===== src/rtl/sc_matrix_pkg.sv =====
// rtl/sc_matrix_pkg.sv - shared types and defaults for the matrix loader and row register bank
//
// Purpose : FSM state encoding for sc_matrix_loader and the default row-word width,
//           row count and pacing shared with the SC_Reg_MATRIX row register bank.
// Ports   : none (package).
package sc_matrix_pkg;

  localparam int SC_DATAWIDTH   = 8;
  localparam int SC_NROWS       = 8;
  localparam int SC_PACE_CYCLES = 4;

  typedef enum logic [2:0] {
    ST_IDLE  = 3'd0,
    ST_CLEAR = 3'd1,
    ST_LOAD  = 3'd2,
    ST_WAIT  = 3'd3,
    ST_DONE  = 3'd4
  } sc_state_e;

endpackage


===== src/rtl/sc_sync_fall_edge.sv =====
// rtl/sc_sync_fall_edge.sv - 3-flop synchronizer with falling-edge pulse
//
// Purpose : brings an asynchronous active-low pushbutton into the clock domain and
//           emits a one-cycle pulse when the synchronized level goes 1 -> 0.
// Ports   : clk          in  system clock, rising edge
//           rst          in  asynchronous, active-high reset (all flops -> 0)
//           din          in  raw asynchronous level
//           fall_pulse   out one-cycle pulse on a synchronized falling edge
module sc_sync_fall_edge
  import sc_matrix_pkg::*;
(
  input  logic clk,
  input  logic rst,
  input  logic din,
  output logic fall_pulse
);

  logic s1_q, s1_d;
  logic s2_q, s2_d;
  logic s3_q, s3_d;

  always_comb begin
    s1_d = din;
    s2_d = s1_q;
    s3_d = s2_q;
  end

  // Flops clear to 0, so a button already held low through reset shows no
  // 1 -> 0 transition; it must be released and pressed again.
  always_ff @(posedge clk or posedge rst) begin
    if (rst) begin
      s1_q <= 1'b0;
      s2_q <= 1'b0;
      s3_q <= 1'b0;
    end else begin
      s1_q <= s1_d;
      s2_q <= s2_d;
      s3_q <= s3_d;
    end
  end

  // s3 holds the older sample, s2 the newer one.
  assign fall_pulse = s3_q & ~s2_q;

endmodule


===== src/rtl/sc_matrix_loader.sv =====
// rtl/sc_matrix_loader.sv - clear/load sequencer for a bank of matrix row registers
//
// Purpose : on a start press, clears every row register, then (mode 1) loads a
//           rotating pattern into rows 0..NROWS-1, one row every PACE_CYCLES+1 cycles.
// Ports   : SC_MATRIX0_CLOCK_50      in  system clock
//           SC_MATRIX0_RESET_InHigh  in  asynchronous, active-high reset
//           start_InLow              in  raw start pushbutton, active low
//           mode_In                  in  0 = clear only, 1 = clear + pattern load
//           seed_InBUS               in  pattern for row 0, sampled in CLEAR
//           clear_OutLow             out shared row clear, active low
//           load_OutLow              out per-row load strobes, active low, one-cold
//           data_OutBUS              out row word, valid with the load strobe
//           busy_Out                 out high whenever the sequencer is not idle
//           done_Out                 out one-cycle pulse as the sequence ends
module sc_matrix_loader
  import sc_matrix_pkg::*;
#(
  parameter int DATAWIDTH   = SC_DATAWIDTH,
  parameter int NROWS       = SC_NROWS,
  parameter int PACE_CYCLES = SC_PACE_CYCLES
) (
  input  logic                 SC_MATRIX0_CLOCK_50,
  input  logic                 SC_MATRIX0_RESET_InHigh,
  input  logic                 start_InLow,
  input  logic                 mode_In,
  input  logic [DATAWIDTH-1:0] seed_InBUS,
  output logic                 clear_OutLow,
  output logic [NROWS-1:0]     load_OutLow,
  output logic [DATAWIDTH-1:0] data_OutBUS,
  output logic                 busy_Out,
  output logic                 done_Out
);

  localparam int RW = $clog2(NROWS);
  localparam int PW = $clog2(PACE_CYCLES + 1);

  localparam logic [RW-1:0] ROW_LAST  = RW'(NROWS - 1);
  localparam logic [PW-1:0] PACE_LAST = PW'(PACE_CYCLES - 1);

  sc_state_e            state_q,   state_d;
  logic [RW-1:0]        row_q,     row_d;
  logic [DATAWIDTH-1:0] pattern_q, pattern_d;
  logic [PW-1:0]        pace_q,    pace_d;

  logic start_pulse;

  sc_sync_fall_edge u_start_sync (
    .clk        (SC_MATRIX0_CLOCK_50),
    .rst        (SC_MATRIX0_RESET_InHigh),
    .din        (start_InLow),
    .fall_pulse (start_pulse)
  );

  // Next-state logic. A start pulse only matters in IDLE, so presses while
  // busy are dropped rather than queued.
  always_comb begin
    state_d   = state_q;
    row_d     = row_q;
    pattern_d = pattern_q;
    pace_d    = pace_q;

    case (state_q)
      ST_IDLE: begin
        if (start_pulse) state_d = ST_CLEAR;
      end
      ST_CLEAR: begin
        // Seed and mode are captured here; later input changes cannot disturb
        // the running sequence.
        pattern_d = seed_InBUS;
        row_d     = '0;
        pace_d    = '0;
        state_d   = mode_In ? ST_LOAD : ST_DONE;
      end
      ST_LOAD: begin
        pace_d  = '0;
        state_d = ST_WAIT;
      end
      ST_WAIT: begin
        if (pace_q == PACE_LAST) begin
          pace_d = '0;
          if (row_q == ROW_LAST) begin
            state_d = ST_DONE;
          end else begin
            row_d     = row_q + RW'(1);
            pattern_d = {pattern_q[DATAWIDTH-2:0], pattern_q[DATAWIDTH-1]};
            state_d   = ST_LOAD;
          end
        end else begin
          pace_d = pace_q + PW'(1);
        end
      end
      ST_DONE: begin
        state_d = ST_IDLE;
      end
      default: begin
        state_d = ST_IDLE;
      end
    endcase
  end

  always_ff @(posedge SC_MATRIX0_CLOCK_50 or posedge SC_MATRIX0_RESET_InHigh) begin
    if (SC_MATRIX0_RESET_InHigh) begin
      state_q   <= ST_IDLE;
      row_q     <= '0;
      pattern_q <= '0;
      pace_q    <= '0;
    end else begin
      state_q   <= state_d;
      row_q     <= row_d;
      pattern_q <= pattern_d;
      pace_q    <= pace_d;
    end
  end

  // Outputs are decoded purely from registered state, so an asynchronous reset
  // drops every strobe in the same cycle. Clear and load live in different
  // states and can therefore never be active together.
  always_comb begin
    clear_OutLow = 1'b1;
    load_OutLow  = '1;
    data_OutBUS  = '0;
    busy_Out     = (state_q != ST_IDLE);
    done_Out     = 1'b0;

    case (state_q)
      ST_CLEAR: clear_OutLow = 1'b0;
      ST_LOAD: begin
        data_OutBUS = pattern_q;
        for (int i = 0; i < NROWS; i++) begin
          if (row_q == RW'(i)) load_OutLow[i] = 1'b0;
        end
      end
      ST_DONE: done_Out = 1'b1;
      default: ;
    endcase
  end

endmodule

===== config.mk =====
export PLATFORM = sky130hd
export DESIGN_NAME = sc_matrix_loader
export DESIGN_NICKNAME = d
export VERILOG_FILES = /design/src/rtl/sc_matrix_pkg.sv /design/src/rtl/sc_sync_fall_edge.sv /design/src/rtl/sc_matrix_loader.sv
export SDC_FILE = /design/constraint.sdc
export NUM_CORES = 1
export LEC_CHECK = 0
export CAP_MARGIN = 20
export CORE_MARGIN = 2
export CORE_UTILIZATION = 45
export CTS_BUF_LIST = sky130_fd_sc_hd__clkbuf_8
export DETAILED_ROUTE_END_ITERATION = 7
export PLACE_DENSITY = 0.75
export SLEW_MARGIN = 25
export SYNTH_ARGS = -nofsm -noshare
export SYNTH_HDL_FRONTEND = slang
export SYNTH_SLANG_ARGS = --single-unit

===== constraint.sdc =====
create_clock -name SC_MATRIX0_CLOCK_50 -period 2.68 [get_ports SC_MATRIX0_CLOCK_50]
set_input_delay 0.402 -clock SC_MATRIX0_CLOCK_50 [delete_from_list [all_inputs] [get_ports SC_MATRIX0_CLOCK_50]]
set_output_delay 0.402 -clock SC_MATRIX0_CLOCK_50 [all_outputs]
set_load 0.02 [all_outputs]

# After elaboration in Yosys (flattened, before gate mapping)

Index checks and enable logic that the tools add are counted.

ROM bits: 0
Bits in latches: 0
Memories kept: 0
Bits in registers: 20
Bits in writable memories: 0
Output and inout port bits: 19
Logic and storage cells: 59

Multiplexer cells: 25
$mul: 0
Shift-type cells: 0
Bitwise logic cells: 2
Reduce and logical (&&, ||, !) cells: 8
Eq/ne operators: 15
Div/mod/pow operators: 0
Add/subtract/negate cells: 2
$lt $le $gt $ge: 0

Operators with widths:

| kind                                                            | count |
|---|---|
| 8-bit two-way mux                                               | 4 |
| 3-bit two-way mux                                               | 7 |
| 8-bit one-hot mux with 2 select lines                           | 1 |
| 3-bit by 2-bit == test with 1-bit output, second input constant | 5 |
| 3-bit == test, second input constant                            | 5 |
| 3-bit one-hot mux with 2 select lines                           | 2 |
| 3-bit one-hot mux with 4 select lines                           | 1 |
| 1-bit two-way mux                                               | 10 |
| 3-bit by 1-bit adder with 3-bit output, second input constant   | 2 |
| 3-bit by 1-bit == test with 1-bit output, second input constant | 2 |
| 3-bit zero test                                                 | 2 |
| 2-bit != test, second input constant                            | 3 |
| 2-bit nonzero test                                              | 2 |
| 3-bit AND reduction                                             | 1 |
| 3-bit nonzero test                                              | 1 |
| 2-bit AND reduction                                             | 1 |
| 2-bit OR reduction                                              | 1 |
| 1-bit AND                                                       | 1 |
| 1-bit NOT                                                       | 1 |

# Logic depth before layout (Yosys ltp)

Gate-level depths: netlist of the first run.

Depth after elaboration: 4
Mapped depth: 6

# Modules after synthesis

Synthesis of the first run repeated with hierarchy kept, for this count alone.

Cell total of the unflattened synthesis: 131
Area, all modules: 1192.4 µm²

By module, submodules not included:

| module            | area an instance (µm²) | sequential area each (µm²) | instances | cells each |
|---|---|---|---|---|
| sc_matrix_loader  | 1099.8                 | 425.4                      | 1         | 126 |
| sc_sync_fall_edge | 92.6                   | 75.1                       | 1         | 5 |

# Worst setup path after synthesis of the first run

OpenSTA, ideal clock, no wires.

Path type: reg-to-reg
From: register row_q[0]
To: register row_q[2]
Path buffers: 0
Setup time: 0.080 ns
Arrival time: 1.776 ns
Stages on the path, launching flop included: 6
Slack: 0.824 ns
Required time: 2.600 ns
Path through: dfrtp_1 -> ha_1 -> ha_1 -> or3b_4 -> or4_4 -> o211ai_2

Longest elaborated chain between the ends: 4
Elaborated cells on any way between the ends: 7
Those cells by class: add/sub (1); eq/ne (2); mux (3); reduce/logical (1)

Ends and longest elaborated chain:

| what                                   | RTL line                | source |
|---|---|---|
| start, declared                        | sc_matrix_loader.sv:41  | `logic [RW-1:0] row_q, row_d;` |
| start signal, assigned                 | sc_matrix_loader.sv:109 | `row_q <= row_d;` |
| 3-bit by 1-bit adder with 3-bit output | sc_matrix_loader.sv:84  | `row_d = row_q + RW'(1);` |
| 3-bit two-way mux                      | sc_matrix_loader.sv:81  | `if (row_q == ROW_LAST) begin` |
| 3-bit two-way mux                      | sc_matrix_loader.sv:79  | `if (pace_q == PACE_LAST) begin` |
| 3-bit one-hot mux with 2 select lines  | sc_matrix_loader.sv:62  | `case (state_q)` |

Parallel ways exist; a longest one is shown, timed or not. The select of a mux whose other input is x is not followed.
A chain may end at the register's enable or synchronous reset.

# Worst setup path in the final report of the first run

From: register state_q[1]
To: output load_OutLow[2]

Longest elaborated chain between the ends: 2

Ends and longest elaborated chain:

| what                                     | RTL line                | source |
|---|---|---|
| start, declared                          | sc_matrix_loader.sv:40  | `sc_state_e state_q, state_d;` |
| start signal, assigned                   | sc_matrix_loader.sv:108 | `state_q <= state_d;` |
| 3-bit by 2-bit == test with 1-bit output | sc_matrix_loader.sv:125 | `case (state_q)` |
| 8-bit two-way mux                        | sc_matrix_loader.sv:125 |  |
| end, declared                            | sc_matrix_loader.sv:28  | `output logic [NROWS-1:0] load_OutLow,` |

Every way passes these cells.

==> out/metrics.cfg, run 1 <==
[synthesis]
ys_types = 36
avgSynthCellArea_um2 = 9.08
synth_edf_count = 0
ys.flop_type = dfrtp_1
synth_common_cells = dfrtp_1 (20), nor2_1 (11), nor3_1 (11)
netlist.area_leader.share = 0.418
async_flop_share = 1.00
yosys.area.top_type = dfrtp_1
synthesis.instances = 132
ys_seq_area_frac = 0.418
synth_area_leaders = dfrtp_1 (42%), ha_1 (8.4%), and2_1 (5.2%)
synth_area_mm2 = 0.00120
synth.most_common_cell = dfrtp_1
yosysWarnings = 0
syn-num-nets = 152
yosys_register_bits = 20

[sta]
hold_viol = 0
setup_viol = 0
rsz0062_at_grt = false
max_freq_ghz = 0.410
period_share = 0.911
finalSetupTns_ns = 0
slew_headroom = 0.488
min_period_ns = 2.44
tightest_slew_ns = 0.768
drv_slew = 0
finClkSkew_ns = 0.00517
hold-worst-slack_ns = 0.361

[setup_path]
cp.required_ns = 2.28
cp.arrival_ns = 2.04
critPathCaptureType = output pin
crit_fanout = 14
reg2reg_depth = 5
crit_chain = nor3b_1 -> buf_4 -> and2_1 -> nand2_1 -> clkdlybuf4s50_1
path_buf_inv = 2
crit_type = reg2out
crit_family = buffers and inverters
slowest_stage = dfrtp_1
cpPeakStageDelay_ns = 0.56
timing.rr.end = row_q[2]
critPathLaunchType = flop
r2r-start = row_q[0]
r2r_slack_ns = 0.64

[floorplan]
die_w_um = 55.6
io_pins = 31
rows = 18
start_util = 0.479
die_area_mm2 = 0.00309
coreArea_mm2 = 0.00250
die_h_um = 55.6

[global_route]
grt_pass1_vias = 1069
grt_first_pass_wirelength_um = 4860
track_usage = 0.196
overflow = 0
antenna_found_initial = 0
grt_max_degree = 21

[clock_network]
cts.htree.levels = 1
root_buffer = clkbuf_8
post_cts_buffers = 0
clkSinkCount = 20
cts_resized = 0
ctsHoldBuffers = 0
clk_pin_slew_ns = 0.07
cts_tree = done
cts_buffer_depth = 2
cts_inserted_buffers = 3
insertion_delay_ns = 0.26

[final_layout]
area_delta_synth_final_pct = 31.2
fillers = 216
drive_gt1_frac = 0.0813
nNetsFinal = 181
diodes = 0

[worst_hold_path]
hold_end = u_start_sync.s2_q
hold_depth = 0
holdCritPathClass = reg2reg
min_from = u_start_sync.s1_q

[job]
maxCapViolCount = 0

[power_and_ir_drop]
power_density_mw_per_mm2 = 1120
ir_drop_uv = 623
p_leak_uw = 0.000677

[detailed_routing]
antenna_left = 0
wl_um = 2750
wl_per_cell_um = 14.5
vias_per_cell = 5.71
drtPass1Iterations = 4
drc_errors = 0
vias = 1085
drt-initial-drc-count = 34

[place]
post-dp-hpwl_um = 1950
io_buffers = 30
gp_congestion = 0.743

[outcome]
outcome = completed

report_power, final:
group | switching, uW | internal (uW)
Combinational | 517 | 447
Sequential | 136 | 427
Clock | 105 | 131
metal layers:
metal,vias up,share of wire,global-route usage
li1,521,-,-
met1,530,0.45,0.247
met2,29,0.50,0.340
met3,5,0.034,0.0209
met4,0,0.017,0.0836
met5,-,0,0
worst max path at each step:
stage                     from             end  slack, ns  cells past startpoint
finish              state_q[1]  load_OutLow[2]       0.24                      5
global route        state_q[1]  load_OutLow[0]       0.13                      5
CTS                 state_q[1]  load_OutLow[2]       0.23                      5
detailed placement  state_q[1]  load_OutLow[2]       0.53                      5
global placement    state_q[1]  load_OutLow[0]       0.59                      5
floorplan             row_q[0]        row_q[2]       0.82                      5
cell usage in the layout (no fill, tap or decap):
cell type / instances
or3b_2: 1
nor3_1: 11
dfrtp_1: 20
nand2b_1: 6
o211ai_2: 1
buf_4: 3
nor3b_2: 1
o221ai_1: 1
o21ai_0: 3
ha_1: 8
clkbuf_8: 4
o211ai_1: 1
o22ai_1: 5
clkdlybuf4s50_1: 30
nand3b_1: 1
and4_1: 1
nand3_1: 7
and2_1: 10
nand4_1: 1
o22a_1: 1
a2bb2oi_1: 1
inv_1: 7
o31ai_1: 1
o32ai_1: 2
nand2_1: 6
a21oi_1: 3
o21ba_2: 1
o31a_1: 1
or3b_4: 1
nor2b_1: 2
or4_4: 1
nor3b_1: 2
nor2_1: 11
nor4_1: 2
a31oi_1: 2
or3_1: 1
state kept, by name (all words and copies together), names as in the netlist:
name	flops
pace_q	3
pattern_q	8
row_q	3
state_q	3
u_start_sync.s1_q	1
u_start_sync.s2_q	1
u_start_sync.s3_q	1
kinds of logic (layout without fill, tap and decap cells):
| group | count (synthesis) | count (layout) | share of synthesized area |
|---|---|---|---|
| AO/OA/AOI/OAI | 23 | 23 | 0.137 |
| adder cells (fa/ha/maj) | 8 | 8 | 0.0835 |
| buffers and inverters | 16 | 44 | 0.0564 |
| flip-flops | 20 | 20 | 0.418 |
| AND/OR/NAND/NOR | 65 | 65 | 0.306 |
cell type report:
type | count | area [um2] | area share
tap | 30 | 37.5 | 0.0239
inverter | 7 | 26.3 | 0.0167
clock buffer | 4 | 55.1 | 0.0350
multi-input combinational | 96 | 631 | 0.401
timing repair buffer | 33 | 323 | 0.205
sequential | 20 | 500 | 0.318
metrics by stage:
step           std cells  cell area (um2)   util  total power [uW]  setup WS (ns)
6_report             190             1570  0.629              1760          0.238
5_1_grt              190             1570  0.629              1910          0.126
4_1_cts              190             1570  0.629              1780          0.227
3_5_place_dp         186             1520  0.607              1530          0.532
3_3_place_gp         186             1520  0.607              1500          0.586
2_1_floorplan        132             1200      -              1230          0.824
No activity file was read; power rests on OpenSTA's default activity.
==> inputs of run 2 (changes only) <==
--- a/config.mk
+++ b/config.mk
@@ -10,7 +10,7 @@
 export CORE_UTILIZATION = 45
 export CTS_BUF_LIST = sky130_fd_sc_hd__clkbuf_8
 export DETAILED_ROUTE_END_ITERATION = 7
-export PLACE_DENSITY = 0.75
+export PLACE_DENSITY = 0.78
 export SLEW_MARGIN = 25
 export SYNTH_ARGS = -nofsm -noshare
 export SYNTH_HDL_FRONTEND = slang
==> out/metrics.cfg, run 2 (synthesized netlist as in run 1, its figures left out) <==
[outcome]
outcome = completed

[place]
place_inst = 186  ; unchanged
io_buffers = 30  ; unchanged
post-dp-hpwl_um = 1960  ; +0.41%
placed_area_mm2 = 0.00152  ; unchanged
gp_congestion = 0.809  ; +8.9%

[setup_path]
critPathLaunchType = flop
reg2reg_depth = 5  ; unchanged
cp.required_ns = 2.28  ; about the same
slowest_stage = clkdlybuf4s50_1
critPathCaptureType = output pin
crit_fanout = 14  ; unchanged
cpPeakStageDelay_ns = 0.53  ; -0.03 ns
crit_type = reg2out
crit_family = buffers and inverters
path_buf_inv = 2  ; unchanged
cp.arrival_ns = 2.01  ; -0.03 ns
r2r-start = row_q[0]
setup.worst_path.start = state_q[1]
cp.depth = 5  ; unchanged
crit_chain = nor3b_1 -> buf_4 -> and2_1 -> nand2_1 -> clkdlybuf4s50_1

[floorplan]
die_w_um = 55.6  ; unchanged
io_pins = 31  ; unchanged
start_util = 0.479  ; unchanged
rows = 18  ; unchanged
die_h_um = 55.6  ; unchanged
coreArea_mm2 = 0.00250  ; unchanged
die_area_mm2 = 0.00309  ; unchanged

[final_layout]
ff_latch_area_um2 = 500  ; unchanged
area_delta_synth_final_pct = 32.6
final_common_cell = clkdlybuf4s50_1
nNetsFinal = 181  ; unchanged
final_cell_mix = clkdlybuf4s50_1 (30), dfrtp_1 (20), nor2_1 (11), nor3_1 (11), and2_1 (10)
regMostFlops = pattern_q
largest_reg_flops = 8  ; unchanged
drive_gt1_frac = 0.0813  ; unchanged
fin_area_mm2 = 0.00159  ; +1.0%
multi_input_area_um2 = 631  ; unchanged
final_cells = 190  ; unchanged
diodes = 0  ; unchanged
fillers = 225  ; +4.2%

[clock_network]
clk_pin_slew_ns = 0.08  ; about the same
ctsHoldBuffers = 0  ; unchanged
cts_tree = done
cts_inserted_buffers = 3  ; unchanged
post_cts_buffers = 0  ; unchanged
cts_resized = 0  ; unchanged
insertion_delay_ns = 0.26  ; about the same
root_buffer = clkbuf_8
clkSinkCount = 20  ; unchanged
cts.htree.levels = 1  ; unchanged
cts_buffer_depth = 2  ; unchanged

[worst_hold_path]
hold_depth = 0  ; unchanged
min_from = u_start_sync.s1_q
holdCritPathClass = reg2reg

[sta]
drv_slew = 0  ; unchanged
period_share = 0.899  ; -0.0121
min_period_ns = 2.41  ; -0.0324 ns
setup_viol = 0  ; unchanged
finalSetupTns_ns = 0  ; unchanged
hold_viol = 0  ; unchanged
tightest_slew_ns = 0.758  ; -0.00917 ns
rsz0062_at_grt = false
max_freq_ghz = 0.415  ; +1.3%
hold-worst-slack_ns = 0.363  ; +0.00188 ns
slew_headroom = 0.494  ; +0.00612
finClkSkew_ns = 0.00440  ; -0.000761 ns

[detailed_routing]
vias_per_cell = 5.49  ; -3.8%
wl_um = 2640  ; -3.9%
wl_per_cell_um = 13.9  ; -3.9%
drt-initial-drc-count = 13  ; -62%
vias = 1044  ; -3.8%
drc_errors = 0  ; unchanged
antenna_left = 0  ; unchanged
drtPass1Iterations = 4  ; unchanged

[global_route]
grt_first_pass_wirelength_um = 4690  ; -3.5%
grt_max_degree = 21  ; unchanged
overflow = 0  ; unchanged
track_usage = 0.188  ; -0.00797
grt_pass1_vias = 1029  ; -3.7%
antenna_found_initial = 0  ; unchanged

[power_and_ir_drop]
p_int_uw = 1070  ; +6.6%
power_switching_uw = 742  ; -2.0%
p_leak_uw = 0.000684  ; +1.0%
swShare = 0.409  ; -0.0203
ir_drop_uv = 726  ; +16%
seqPwrFrac = 0.303  ; -0.016
clkPwrFrac = 0.168  ; +0.034
power_density_mw_per_mm2 = 1140  ; +1.8%
comb_power_share = 0.528  ; -0.019

[job]
maxCapViolCount = 0  ; unchanged

run 2: layout make-up:
cell class	count	share of cell area
clock inverters	1	0.0189
repair buffers	33	0.203
flip-flops and latches	20	0.315
multi-input cells	96	0.397
well taps	30	0.0236
inverters	7	0.0165
clock buffers	3	0.0260
run 2: through the flow:
step                 util  power, uW  worst slack [ns]
finish              0.636       1810             0.271
global route        0.636       1980             0.168
global placement    0.607       1480             0.639
CTS                 0.636       1830             0.261
detailed placement  0.607       1520             0.546
floorplan               -       1230             0.824
run 2: final timing paths:
check | to | slack, ns
max in group asynchronous | row_q[1] | 1.63
max | load_OutLow[2] | 0.27
min in group asynchronous | u_start_sync.s1_q | 0.58
min reg2reg | u_start_sync.s2_q | 0.36
min | u_start_sync.s2_q | 0.36
max reg2reg | row_q[2] | 0.64
run 2: worst register-to-register path: cells and delay by family (launching register included):
kind | cells | cell delay (ns)
adders and majority gates | 2 | 0.49
and+or+nand+nor | 2 | 1.00
AOI/OAI and AO/OA | 1 | 0.07
DFF | 1 | 0.41
run 2: power by group through the flow:
stage | combinational [uW] | sequential [uW] | clock (uW)
2_1_floorplan | 725 | 505 | 0
3_3_place_gp | 937 | 547 | 0
3_5_place_dp | 967 | 555 | 0
4_1_cts | 970 | 549 | 306
5_1_grt | 1080 | 578 | 324
6_report | 958 | 550 | 305
run 2: metal layers:
layer  vias up  GRT usage  routed length (um)  share of wire
met5         -          0                   0              0
met4         0     0.0523                  17         0.0064
met3         2     0.0209                  90          0.034
met2        22      0.320                1280           0.48
met1       498      0.254                1260           0.48
li1        522          -                   -              -
==> inputs of run 3 (changes only) <==
--- a/config.mk
+++ b/config.mk
@@ -10,7 +10,7 @@
 export CORE_UTILIZATION = 45
 export CTS_BUF_LIST = sky130_fd_sc_hd__clkbuf_8
 export DETAILED_ROUTE_END_ITERATION = 7
-export PLACE_DENSITY = 0.78
+export PLACE_DENSITY = 0.72
 export SLEW_MARGIN = 25
 export SYNTH_ARGS = -nofsm -noshare
 export SYNTH_HDL_FRONTEND = slang
==> out/metrics.cfg, run 3 (synthesized netlist as in run 1, its figures left out) <==
[outcome]
outcome = completed

[clock_network]
cts_inserted_buffers = 3  ; unchanged
clkSinkCount = 20  ; unchanged
post_cts_buffers = 0  ; unchanged
insertion_delay_ns = 0.26  ; about the same
ctsHoldBuffers = 0  ; unchanged
cts_tree = done
root_buffer = clkbuf_8
cts.htree.levels = 1  ; unchanged
cts_buffer_depth = 2  ; unchanged
clk_pin_slew_ns = 0.08  ; about the same

[final_layout]
final_cell_mix = clkdlybuf4s50_1 (30), dfrtp_1 (19), nor2_1 (11), nor3_1 (11), and2_1 (10)
largest_reg_flops = 8  ; unchanged
fillers = 219  ; -2.7%
drive_gt1_frac = 0.0932  ; +0.0119
fin_area_mm2 = 0.00160  ; +0.55%
nNetsFinal = 182  ; +0.55%
final_common_cell = clkdlybuf4s50_1
diodes = 0  ; unchanged
regMostFlops = pattern_q
area_delta_synth_final_pct = 33.3

[global_route]
grt_pass1_vias = 996  ; -3.2%
top_usage_layer = met2
antenna_found_initial = 0  ; unchanged
met3_usage = 0.0209  ; unchanged
grt_max_degree = 21  ; unchanged
track_usage = 0.180  ; -0.00770
met1_usage = 0.250  ; -0.00373
grt_first_pass_wirelength_um = 4510  ; -3.8%
overflow = 0  ; unchanged
grt_use_met2 = 0.293  ; -0.0272

[sta]
finalSetupTns_ns = 0  ; unchanged
min_period_ns = 2.44  ; +0.0289 ns
period_share = 0.910  ; +0.0108
finClkSkew_ns = 0.00385  ; -0.000555 ns
tightest_slew_ns = 0.772  ; +0.0135 ns
drv_slew = 0  ; unchanged
rsz0062_at_grt = false
max_freq_ghz = 0.410  ; -1.2%
slew_headroom = 0.485  ; -0.00903
setup_viol = 0  ; unchanged
hold_viol = 0  ; unchanged

[detailed_routing]
drtPass1Iterations = 4  ; unchanged
drc_errors = 0  ; unchanged
vias_per_cell = 5.57  ; +1.3%
wl_per_cell_um = 14.0  ; +0.95%
drt-initial-drc-count = 19  ; +6
wl_um = 2680  ; +1.5%
vias = 1063  ; +1.8%
antenna_left = 0  ; unchanged

[floorplan]
die_w_um = 55.6  ; unchanged
die_area_mm2 = 0.00309  ; unchanged
start_util = 0.479  ; unchanged
die_h_um = 55.6  ; unchanged
rows = 18  ; unchanged
io_pins = 31  ; unchanged
coreArea_mm2 = 0.00250  ; unchanged

[power_and_ir_drop]
ir_drop_uv = 691  ; -4.7%
p_leak_uw = 0.000689  ; +0.69%
power_density_mw_per_mm2 = 1150  ; +0.40%
power.total_uw = 1830  ; +0.95%

[place]
post-dp-hpwl_um = 1980  ; +1.0%
gp_congestion = 0.807  ; -0.22%
io_buffers = 30  ; unchanged
placed_area_mm2 = 0.00153  ; +0.49%

[setup_path]
cp.required_ns = 2.28  ; about the same
crit_type = reg2out
critPathCaptureType = output pin
cp.arrival_ns = 2.04  ; +0.03 ns
critPathLaunchType = flop
reg2reg_depth = 5  ; unchanged
timing.rr.end = row_q[2]
r2r_slack_ns = 0.62  ; -0.02 ns
r2r-start = row_q[0]
crit_fanout = 12  ; -2

[worst_hold_path]
min_from = u_start_sync.s1_q
holdCritPathClass = reg2reg
hold_depth = 0  ; unchanged
hold_end = u_start_sync.s2_q

[job]
maxCapViolCount = 0  ; unchanged

## run 3: cell count changes in the layout (fill, tap and decap cells not counted), sizes merged
cell / previous run / this run
buf: 3 / 4
## run 3: worst max-delay path by stage
stage / cells after the start / start / endpoint / slack [ns]
2_1_floorplan: 5 / row_q[0] / row_q[2] / 0.82
3_3_place_gp: 5 / state_q[1] / load_OutLow[1] / 0.51
3_5_place_dp: 5 / state_q[1] / load_OutLow[1] / 0.42
4_1_cts: 5 / state_q[1] / load_OutLow[1] / 0.12
5_1_grt: 5 / state_q[0] / load_OutLow[1] / 0.09
6_report: 5 / state_q[0] / load_OutLow[1] / 0.24
## run 3: repair_timing
| item | CTS | global route |
|---|---|---|
| gates resized for setup | 0 | 1 |
| endpoints found under the setup margin | 0 | 3 |
| endpoints found under the hold margin | 0 | 0 |
## run 3: layout make-up
class	instances	area, um2	share of cell area
Clock inverter	1	30.0	0.0188
Sequential cell	20	502	0.314
Timing Repair Buffer	34	330	0.207
Clock buffer	3	41.3	0.0258
Tap cell	30	37.5	0.0235
Multi-Input combinational cell	96	631	0.395
Inverter	7	26.3	0.0164
## run 3: per-stage QoR
stage / setup slack [ns] / util / std cells / hold WS [ns]
2_1_floorplan: 0.824 / - / 132 / 0.331
3_3_place_gp: 0.512 / 0.610 / 187 / 0.335
3_5_place_dp: 0.416 / 0.610 / 187 / 0.339
4_1_cts: 0.116 / 0.639 / 191 / 0.357
5_1_grt: 0.0920 / 0.639 / 191 / 0.373
6_report: 0.242 / 0.639 / 191 / 0.354
## run 3: power by group
part           internal [uW]  leakage (uW)  switching (uW)
logic                    454      0.000416             507
clock network            199     0.0000357             103
registers                428      0.000237             139
## run 3: per-layer routing
metal  vias up  routed length (um)
li1        522                   -
met1       511                1240
met2        26                1300
met3         4                  98
met4         0                  32
met5         -                   0
## run 3: critical path: stages (launching register included)
cell             delay [ns]
dfrtp_1                0.49
nor3b_1                0.31
buf_4                  0.21
and2_1                 0.17
nand2_1                0.06
clkdlybuf4s50_1        0.53
